## src/rtl/mem_access_arb.sv

```systemverilog
// Two-requester round-robin arbiter that serialises single-DWORD reads and writes
// onto the shared register/BRAM access port, returning read data to its owner.
module mem_access_arb #(
  parameter int RD_LAT = 1,
  parameter int ADDR_W = 14
) (
  input  logic              pcie_clk,
  input  logic              pcie_rst_n,
  input  logic              a_req,
  input  logic              a_we,
  input  logic [ADDR_W-1:0] a_addr,
  input  logic [3:0]        a_be,
  input  logic [31:0]       a_wdata,
  output logic              a_gnt,
  output logic              a_rvalid,
  output logic [31:0]       a_rdata,
  input  logic              b_req,
  input  logic              b_we,
  input  logic [ADDR_W-1:0] b_addr,
  input  logic [3:0]        b_be,
  input  logic [31:0]       b_wdata,
  output logic              b_gnt,
  output logic              b_rvalid,
  output logic [31:0]       b_rdata,
  output logic [3:0]        rd_be,
  output logic [ADDR_W-1:0] rd_addr,
  input  logic [31:0]       rd_data,
  output logic              wr_en,
  output logic [7:0]        wr_be,
  output logic [ADDR_W-1:0] wr_addr,
  output logic [31:0]       wr_data,
  input  logic              wr_busy,
  output logic              busy
);

  typedef enum logic [1:0] {IDLE, WR, RD, RSP} state_e;

  localparam logic [2:0] RD_LAT_C = 3'(RD_LAT);

  state_e            state_q;
  logic              rr_q;      // 0: A has priority on a tie, 1: B
  logic              own_q;     // 0: A owns the transaction in flight, 1: B
  logic [2:0]        cnt_q;
  logic              a_gnt_q, b_gnt_q, a_rvalid_q, b_rvalid_q, wr_en_q, busy_q;
  logic [31:0]       a_rdata_q, b_rdata_q, wr_data_q;
  logic [ADDR_W-1:0] rd_addr_q, wr_addr_q;
  logic [3:0]        rd_be_q;
  logic [7:0]        wr_be_q;

  logic              any_req, win_b, sel_we;
  logic [ADDR_W-1:0] sel_addr;
  logic [3:0]        sel_be;
  logic [31:0]       sel_wdata;

  always_comb begin
    any_req   = a_req | b_req;
    win_b     = b_req & (~a_req | rr_q);
    sel_we    = win_b ? b_we    : a_we;
    sel_addr  = win_b ? b_addr  : a_addr;
    sel_be    = win_b ? b_be    : a_be;
    sel_wdata = win_b ? b_wdata : a_wdata;
  end

  // NOTE: state and outputs use non-blocking assignments so every register
  // samples pre-edge values; pulses default to 0 first, then the state decides.
  always_ff @(posedge pcie_clk or negedge pcie_rst_n) begin
    if (!pcie_rst_n) begin
      state_q    <= IDLE;
      rr_q       <= 1'b0;
      own_q      <= 1'b0;
      cnt_q      <= '0;
      a_gnt_q    <= 1'b0;
      b_gnt_q    <= 1'b0;
      a_rvalid_q <= 1'b0;
      b_rvalid_q <= 1'b0;
      wr_en_q    <= 1'b0;
      busy_q     <= 1'b0;
      a_rdata_q  <= '0;
      b_rdata_q  <= '0;
      wr_data_q  <= '0;
      rd_addr_q  <= '0;
      wr_addr_q  <= '0;
      rd_be_q    <= '0;
      wr_be_q    <= '0;
    end else begin
      a_gnt_q    <= 1'b0;
      b_gnt_q    <= 1'b0;
      a_rvalid_q <= 1'b0;
      b_rvalid_q <= 1'b0;
      wr_en_q    <= 1'b0;
      unique case (state_q)
        IDLE: begin
          if (!wr_busy && any_req) begin
            own_q   <= win_b;
            rr_q    <= ~win_b;
            a_gnt_q <= ~win_b;
            b_gnt_q <= win_b;
            busy_q  <= 1'b1;
            if (sel_we) begin
              wr_en_q   <= 1'b1;
              wr_addr_q <= sel_addr;
              wr_be_q   <= {4'b0000, sel_be};
              wr_data_q <= sel_wdata;
              state_q   <= WR;
            end else begin
              rd_addr_q <= sel_addr;
              rd_be_q   <= sel_be;
              cnt_q     <= '0;
              state_q   <= RD;
            end
          end
        end
        WR: begin
          busy_q  <= 1'b0;
          state_q <= IDLE;
        end
        RD: begin
          // rd_addr stays put until the port has had RD_LAT cycles to answer
          if (cnt_q == RD_LAT_C) begin
            if (own_q) b_rdata_q <= rd_data;
            else       a_rdata_q <= rd_data;
            a_rvalid_q <= ~own_q;
            b_rvalid_q <= own_q;
            state_q    <= RSP;
          end else begin
            cnt_q <= cnt_q + 3'd1;
          end
        end
        RSP: begin
          busy_q  <= 1'b0;
          state_q <= IDLE;
        end
        default: begin
          busy_q  <= 1'b0;
          state_q <= IDLE;
        end
      endcase
    end
  end

  assign a_gnt    = a_gnt_q;
  assign b_gnt    = b_gnt_q;
  assign a_rvalid = a_rvalid_q;
  assign b_rvalid = b_rvalid_q;
  assign a_rdata  = a_rdata_q;
  assign b_rdata  = b_rdata_q;
  assign rd_addr  = rd_addr_q;
  assign rd_be    = rd_be_q;
  assign wr_en    = wr_en_q;
  assign wr_addr  = wr_addr_q;
  assign wr_be    = wr_be_q;
  assign wr_data  = wr_data_q;
  assign busy     = busy_q;

endmodule

```

## config.mk

```make
export PLATFORM = sky130hd
export DESIGN_NAME = mem_access_arb
export DESIGN_NICKNAME = d
export VERILOG_FILES = /design/src/rtl/mem_access_arb.sv
export SDC_FILE = /design/constraint.sdc
export NUM_CORES = 1
export LEC_CHECK = 0
export ABC_AREA = 1
export CORE_MARGIN = 4
export CORE_UTILIZATION = 40
export CTS_BUF_LIST = sky130_fd_sc_hd__clkbuf_16
export DETAILED_ROUTE_END_ITERATION = 8
export DONT_BUFFER_PORTS = 1
export GPL_TIMING_DRIVEN = 0
export PLACE_DENSITY = 0.53
export SKIP_CTS_REPAIR_TIMING = 1
export SLEW_MARGIN = 20
export SYNTH_ARGS = -nofsm -noshare
export SYNTH_HDL_FRONTEND = slang
export SYNTH_SLANG_ARGS = --single-unit
```

## constraint.sdc

```tcl
create_clock -name pcie_clk -period 2.6 [get_ports pcie_clk]
set_input_delay 0 -clock pcie_clk [delete_from_list [all_inputs] [get_ports pcie_clk]]
set_output_delay 0 -clock pcie_clk [all_outputs]
set_load 0.02 [all_outputs]
```

==> metrics, run 1 <==
status=complete, but fails checks; violated checks=hold timing; Clock Skew=0.00936 ns; site row count=45; Overall Global Routing Usage=19.1%; layout net count=1091; Net Sw Power=0.00418 W; pre-CTS WS=0.907 ns; library cells used by synthesis=24; Die ar.=0.0178 mm²; worst hold path class=in -> async; GPL Wtd Cong=0.822; critical path peak fanout=10; Min Clock Period, post-route=2.18 ns; Top-Level Pins=281; total number of yosys warnings=0; combinational power share=20.1%; #FFs+latches synth=145; Initial DRC Count=295; share of layout cells above drive strength 1=7.68%; Area growth syn-to-layout=35.7%; count of clock tree sinks=145; clock root cell=clkbuf_16; Worst R2R Setup Slack=0.42 ns; Netlist Area Pre-Place=0.00629 mm²; WL/cell=15.3 µm; first-pass GRT wire length=26900 µm; unrepaired setup endpoints after global routing=no; Peak VDD IR=0.497 mV; drt drc=0; CTS Buffer Depth=2; initial antenna violation count=0; Via density=4.74; worst reg-to-reg path cell count=10; PwrDens=1180 mW/mm²; most common cell after layout, fill and taps aside=nand2_1; final slew viol count=0; CTS tree=yes; cells after synthesis=795; TNS Setup=0 ns; Reg-to-Reg End=wr_data[30]; sequential share of the synthesized area=57.7%; Clk Latency, worst-skew pair=0.42 ns; crit end category=flip-flop; Port Buffer Count=0; sw frac=41.5%; Worst setup SP type=flip-flop; die width=133 µm; Critical R2R Launch=rr_q; Max-Cap Viols=0; n_diodes=0; Fillers=1402; worst path required time=2.96 ns; vias in the first global route=4919; Clk network pwr share=26.3%; CORE AREA=0.0153 mm²; DP Wirelength=12500 µm; final setup margin=0.419 ns; synthesized area per cell=7.91 µm²; WL final=18000 µm; largest net degree at the start of global routing=146; worst hold slack=-0.725 ns; Vias=5564; sequential power share=53.7%; Clk pin slew, worst setup/hold paths=0.06 ns; Initial Util=41.1%; Final ANT Viol Nets=0; leakage=4.54 nW; GRT overflow=0; # setup viols final=0; H-tree depth=4; Worst EP arrival=2.54 ns; internal power=0.00589 W; DIE HEIGHT=133 µm; most frequent cells in the layout=nand2_1, dfrtp_1, dlygate4sd3_1; Hold Vio Cnt, Final=147; Final period util=83.9%; Setup CP Type=reg -> reg; Peak Freq=458 MHz; Slew Limit Headroom=66.2%; clock buffer count from CTS=17; Pre-antenna DRT Iters=4; Worst Max-Slew Pin Slew=0.507 ns
==> routing by layer <==
metal	vias to the layer above	global-route usage [%]	routed length, µm
met1	2618	22.2	6910
met5	-	0	0
met4	0	6.40	345
met2	222	31.2	8930
li1	2696	-	-
met3	28	9.21	1830
==> worst max path at each step <==
| stage | start | endpoint | slack [ns] | cells past startpoint |
|---|---|---|---|---|
| detailed placement | rr_q | wr_be[2] | 0.91 | 9 |
| floorplan | cnt_q[1] | b_rdata[21] | 1.23 | 9 |
| CTS | rr_q | wr_data[31] | 0.88 | 9 |
| finish | rr_q | wr_data[30] | 0.42 | 10 |
| global placement | cnt_q[0] | a_rdata[12] | 0.94 | 7 |
| global route | rr_q | wr_data[24] | 0.23 | 10 |
==> power groups by stage <==
| stage | clock, W | combinational [W] | sequential (W) |
|---|---|---|---|
| floorplan | 0 | 0.00139 | 0.00511 |
| global placement | 0 | 0.00165 | 0.00544 |
| detailed placement | 0 | 0.00173 | 0.00545 |
| CTS | 0.00270 | 0.00173 | 0.00543 |
| global route | 0.00282 | 0.00237 | 0.00554 |
| finish | 0.00264 | 0.00202 | 0.00540 |
==> cells by family after synthesis <==
| logic type | after synthesis | synth area share [%] |
|---|---|---|
| compound gates | 36 | 2.86 |
| buf+inv | 91 | 6.80 |
| simple gates | 519 | 32.1 |
| fa+ha+maj | 2 | 0.398 |
| xor+xnor | 1 | 0.139 |
| flops | 145 | 57.7 |
| other cells | 1 | 0.0596 |
==> through the flow <==
step	area [µm²]	utilization [%]	total power [W]	hold WS [ns]	std cells
6_report	8540	55.8	0.0101	-0.725	1174
4_1_cts	7210	47.1	0.00986	-0.748	1041
3_5_place_dp	6570	42.9	0.00717	-0.292	1009
5_1_grt	8540	55.8	0.0107	-0.757	1174
2_1_floorplan	6300	-	0.00649	-0.296	798
3_3_place_gp	6570	42.9	0.00709	-0.291	1009
==> flip-flops by register name (all words and copies together), names as in the netlist <==
name and count:
a_rdata 32, b_rdata 32, wr_data 32, rd_addr 14, wr_addr 14, rd_be 4
wr_be 4, cnt_q 3, state_q 2, a_gnt 1, a_rvalid 1, b_gnt 1
b_rvalid 1, busy 1, own_q 1, rr_q 1, wr_en 1
==> layout make-up <==
| class | count | area (µm²) | share of cell area, % |
|---|---|---|---|
| Buffer | 42 | 244 | 2.86 |
| Timing Repair Buffer | 133 | 1330 | 15.6 |
| Multi-Input combinational cell | 562 | 2250 | 26.3 |
| Tap cell | 211 | 264 | 3.09 |
| Sequential cell | 145 | 3630 | 42.5 |
| Clock buffer | 17 | 425 | 4.98 |
| Inverter | 49 | 184 | 2.15 |
| Clock inverter | 15 | 215 | 2.52 |
==> cell usage after synthesis (all sizes together) <==
cell,n,share of area (%)
a21oi,1,0.079
dfrtp,145,58
buf,32,3.3
or2,1,0.099
nor3,1,0.16
xnor2,1,0.14
nand2,485,29
clkbuf,10,0.60
ha,2,0.40
nand3,25,2.1
o21ai,35,2.8
conb,1,0.060
nor2,7,0.62
inv,49,2.9
==> critical path: stages, from the launching register on <==
cell and delay [ns]:
dfrtp_1 0.34, inv_2 0.04, nand2_1 0.08, nand2_2 0.16
inv_2 0.21, clkbuf_1 0.39, nand2_1 0.12, nand2_1 0.08
dlygate4sd3_1 0.56, nand2_1 0.06, nand2_1 0.07
Note: power is estimated with default switching activity, not from simulation.
==> run 2: changes to the inputs <==
- PLACE_DENSITY: 0.53 -> 0.55
- clock period: 2.6 -> 2 ns (I/O delays scaled with it)
==> run 2 against run 1 <==
Sequential power is 31% higher. The run still ends with hold timing left. Largest power group unchanged. Clock-buffer cell count unchanged. Global-route usage is 0.096 points higher.
==> metrics, run 2 (synthesized netlist as in run 1, its figures left out) <==
CTS tree=yes (unchanged); Hold Vio Cnt, Final=146 (was 147); initial antenna violation count=0 (unchanged); Peak Freq=570 MHz (was 458 MHz); largest net degree at the start of global routing=146 (unchanged); Top-Level Pins=281 (unchanged); H-tree depth=4 (unchanged); fin area=0.00853 mm² (was 0.00854 mm²); sequential power share=55.1% (was 53.7%); internal power=0.00727 W (was 0.00589 W); cell mode on critical path=nand2_1 (unchanged); worst path cell trace=inv_2 > nand2_1 > nand2_2 > inv_2 > nand2_1 > nand2_1 > dlygate4sd3_1 > nand2_1 > nand2_1 (was inv_2 > nand2_1 > nand2_2 > inv_2 > clkbuf_1 > nand2_1 > nand2_1 > dlygate4sd3_1 > nand2_1 > nand2_1); count of clock tree sinks=145 (unchanged); most common cell after layout, fill and taps aside=nand2_1 (unchanged); GRT overflow=0 (unchanged); Fillers=1404 (was 1402); final setup margin=0.246 ns (was 0.419 ns); Vias=5691 (was 5564); Min Clock Period, post-route=1.75 ns (was 2.18 ns); Worst setup SP type=flip-flop (unchanged); crit end category=flip-flop (unchanged); Max-Cap Viols=0 (unchanged); most frequent cells in the layout=nand2_1, dfrtp_1, dlygate4sd3_1 (unchanged); worst path required time=2.31 ns (was 2.96 ns); drt drc=0 (unchanged); Layout Cells excl Fill=1176 (was 1174); vias in the first global route=4953 (was 4919); Final period util=87.7% (was 83.9%); first-pass GRT wire length=26900 µm (about the same); Clock Skew=0.00719 ns (was 0.00936 ns); unrepaired setup endpoints after global routing=no (unchanged); Critical R2R Launch=rr_q (unchanged); Overall Global Routing Usage=19.2% (was 19.1%); die width=133 µm (unchanged); CP Launch Point=rr_q (unchanged); Worst EP arrival=2.07 ns (was 2.54 ns); Net Sw Power=0.00554 W (was 0.00418 W); placed inst area=0.00657 mm² (unchanged); # setup viols final=0 (unchanged); worst hold path class=in -> async (unchanged); Port Buffer Count=0 (unchanged); Setup CP Type=reg -> reg (unchanged); DP Wirelength=12700 µm (was 12500 µm); CORE AREA=0.0153 mm² (unchanged); clock root cell=clkbuf_16 (unchanged); Die ar.=0.0178 mm² (unchanged); GPL Wtd Cong=0.802 (was 0.822); Initial DRC Count=240 (was 295); combinational power share=19.5% (was 20.1%); final slew viol count=0 (unchanged); Via density=4.84 (was 4.74); WL/cell=16.5 µm (was 15.3 µm); TNS Setup=0 ns (unchanged); Inst Count DP=1009 (unchanged); Worst path slowest cell=dlygate4sd3_1 (unchanged); n_diodes=0 (unchanged); status=complete, but fails checks (unchanged); critical path peak fanout=8 (was 10); Clk pin slew, worst setup/hold paths=0.06 ns (about the same); CP max stage delay=0.56 ns (about the same); CTS Buffer Depth=2 (unchanged); WL final=19500 µm (was 18000 µm); worst hold slack=-0.725 ns (about the same); sw frac=43.2% (was 41.5%); layout net count=1093 (was 1091); clock buffer count from CTS=17 (unchanged); Initial Util=41.1% (unchanged); leakage=4.51 nW (was 4.54 nW); DIE HEIGHT=133 µm (unchanged); share of layout cells above drive strength 1=7.98% (was 7.68%); Clk Latency, worst-skew pair=0.42 ns (about the same); pre-CTS WS=0.272 ns (was 0.907 ns); violated checks=hold timing (unchanged); site row count=45 (unchanged); Final ANT Viol Nets=0 (unchanged); Peak VDD IR=0.630 mV (was 0.497 mV); PwrDens=1500 mW/mm² (was 1180 mW/mm²); Clk network pwr share=25.5% (was 26.3%); Pre-antenna DRT Iters=5 (was 4); Area growth syn-to-layout=35.5% (was 35.7%)
==> run 2: cell count changes in the layout (fill, tap and decap cells not counted) <==
cell           delta
dlygate4sd3_1     +2
clkinv_2          +1
inv_6             +1
clkinv_4          +3
inv_1             -1
clkinv_1          -2
bufinv_16         -2
==> run 2: final cells by class <==
cell class | instances | area (µm²) | share of cell area [%]
multi-input cells | 562 | 2250 | 26.3
inverters | 49 | 184 | 2.16
repair buffers | 135 | 1350 | 15.8
well taps | 211 | 264 | 3.10
clock buffers | 17 | 425 | 4.99
clock inverters | 15 | 184 | 2.16
flip-flops and latches | 145 | 3630 | 42.5
plain buffers | 42 | 244 | 2.86
==> run 2: final timing paths <==
| path | end | slack [ns] | cells after the start |
|---|---|---|---|
| hold reg to reg | rr_q | 0.53 | 2 |
| hold / removal | a_rdata[6] | -0.72 | 0 |
| max in group asynchronous | rd_addr[3] | 2.55 | 0 |
| setup reg to reg | wr_be[3] | 0.25 | 9 |
| setup / recovery | wr_be[3] | 0.25 | 9 |
| min in group pcie_clk | state_q[0] | -0.02 | 4 |
==> run 2: per-layer routing <==
metal	share of wire, %	GRT usage, %
met2	50	32.0
met1	38	21.9
met4	1.8	4.69
met5	0	0
met3	10	10.1
==> run 2: per-stage QoR <==
stage          utilization (%)  total power (W)
3_5_place_dp              42.9          0.00934
5_1_grt                   55.7           0.0136
6_report                  55.7           0.0128
2_1_floorplan                -          0.00844
4_1_cts                   46.9           0.0127
3_3_place_gp              42.9          0.00923
==> run 2: power by group through the flow <==
stage | Clock, W | Combinational, W | Sequential (W)
2_1_floorplan | 0 | 0.00180 | 0.00664
3_3_place_gp | 0 | 0.00214 | 0.00709
3_5_place_dp | 0 | 0.00224 | 0.00710
4_1_cts | 0.00333 | 0.00226 | 0.00707
5_1_grt | 0.00348 | 0.00288 | 0.00721
6_report | 0.00326 | 0.00250 | 0.00706
==> run 2: critical path: cells and delay by family, from the launching register on <==
family                 cells  cell delay, ns
and+or+nand+nor            6            0.50
buffers and inverters      3            0.76
DFF                        1            0.37
==> run 3: changes to the inputs <==
- SETUP_SLACK_MARGIN: unset -> 0.3
==> run 3 against run 2 <==
Core utilization increased by 0.51 points. Clock power barely moved. Cell count grew 0.43%. The run still ends with hold timing left. Largest cell class unchanged. Sequential cell count is the same. Maximum frequency rose by 9.1%. Clock skew fell by 0.0013 ns. Largest power group unchanged. Wire length up 0.61%. Register-to-register slack better by 0.15 ns.
==> metrics, run 3 (synthesized netlist as in run 1, its figures left out) <==
status=complete, but fails checks (unchanged); violated checks=hold timing (unchanged); DIE HEIGHT=133 µm (unchanged); Layout Cells excl Fill=1181 (was 1176); CTS tree=yes (unchanged); worst hold slack=-0.728 ns (was -0.725 ns); # setup viols final=0 (unchanged); unrepaired setup endpoints after global routing=no (unchanged); layout net count=1098 (was 1093); Inst Count DP=1009 (unchanged); Area growth syn-to-layout=36.8% (was 35.5%); Final period util=80.4% (was 87.7%); Min Clock Period, post-route=1.61 ns (was 1.75 ns); fin area=0.00861 mm² (was 0.00853 mm²); H-tree depth=4 (unchanged); share of layout cells above drive strength 1=8.76% (was 7.98%); CP Launch Point=cnt_q[0] (was rr_q); PwrDens=1500 mW/mm² (about the same); CTS Buffer Depth=2 (unchanged); Final ANT Viol Nets=0 (unchanged); die width=133 µm (unchanged); n_diodes=0 (unchanged); Clock Skew=0.00587 ns (was 0.00719 ns); most common cell after layout, fill and taps aside=nand2_1 (unchanged); count of clock tree sinks=145 (unchanged); TNS Setup=0 ns (unchanged); clock buffer count from CTS=17 (unchanged); first-pass GRT wire length=26900 µm (unchanged); drt drc=0 (unchanged); post-layout util=56.2% (was 55.7%); placed inst area=0.00657 mm² (unchanged); WL final=19600 µm (was 19500 µm); Top-Level Pins=281 (unchanged); site row count=45 (unchanged); Pre-antenna DRT Iters=4 (was 5); crit end category=flip-flop (unchanged); clock root cell=clkbuf_16 (unchanged); leakage=4.55 nW (was 4.51 nW); Peak Freq=622 MHz (was 570 MHz); Vias=5713 (was 5691); Port Buffer Count=0 (unchanged); GPL Wtd Cong=0.802 (unchanged); DP Wirelength=12700 µm (unchanged); final slew viol count=0 (unchanged); worst path required time=2.35 ns (was 2.31 ns); critical path peak fanout=10 (was 8); Die ar.=0.0178 mm² (unchanged); Worst setup SP type=flip-flop (unchanged); Overall Global Routing Usage=19.2% (unchanged); Critical R2R Launch=cnt_q[0] (was rr_q); Hold Vio Cnt, Final=146 (unchanged); Initial DRC Count=262 (was 240); Worst EP arrival=1.96 ns (was 2.07 ns); Via density=4.84 (about the same); Peak VDD IR=0.664 mV (was 0.630 mV); Initial Util=41.1% (unchanged); initial antenna violation count=0 (unchanged); largest net degree at the start of global routing=146 (unchanged); vias in the first global route=4953 (unchanged); Clk pin slew, worst setup/hold paths=0.06 ns (about the same); GRT overflow=0 (unchanged); CORE AREA=0.0153 mm² (unchanged); Tot Pwr=0.0129 W (was 0.0128 W); WL/cell=16.6 µm (was 16.5 µm); Clk Latency, worst-skew pair=0.42 ns (about the same); Max-Cap Viols=0 (unchanged); Setup CP Type=reg -> reg (unchanged); most frequent cells in the layout=nand2_1, dfrtp_1, dlygate4sd3_1 (unchanged); worst hold path class=in -> async (unchanged)
## run 3: through the flow
| stage | hold slack, ns | setup WS, ns |
|---|---|---|
| floorplan | -0.296 | 0.629 |
| global placement | -0.292 | 0.269 |
| detailed placement | -0.292 | 0.272 |
| CTS | -0.746 | 0.254 |
| global route | -0.758 | 0.276 |
| finish | -0.728 | 0.392 |
## run 3: critical path: stages, from the launching register on
cell and delay [ns]:
dfrtp_1 0.41, ha_1 0.21, inv_1 0.06, nor2_2 0.04
nand3_2 0.15, clkbuf_1 0.42, nand2_1 0.14, nand2_1 0.10
## run 3: final cells by class
type | count | area [µm²]
buffer | 42 | 258
clock buffer | 17 | 425
clock inverter | 15 | 184
fill | 1401 | 6710
inverter | 49 | 184
multi-input combinational | 562 | 2270
sequential | 145 | 3630
tap | 211 | 264
timing repair buffer | 140 | 1390
## run 3: worst paths after layout
check                      slack [ns]    endpoint  depth (start not counted)
max reg2reg                      0.39  a_rdata[7]                          7
min                             -0.73  a_rdata[5]                          0
max                              0.39  a_rdata[7]                          7
max in group asynchronous        2.55        busy                          0
min in group pcie_clk           -0.02  state_q[0]                          4
min reg2reg                      0.53        rr_q                          2
## run 3: where the power goes
part / total [W] / internal [W] / switching [W]
clock: 0.00327 / 0.00197 / 0.00130
combinational: 0.00255 / 0.00105 / 0.00150
sequential: 0.00705 / 0.00428 / 0.00277
## run 3: layer usage
metal	share of wire (%)	GRT usage, %	vias up	wire length (µm)
li1	-	-	2713	-
met2	50	32.0	261	9790
met5	0	0	-	0
met3	10	10.1	38	2010
met1	38	21.9	2701	7420
met4	1.8	4.69	0	358
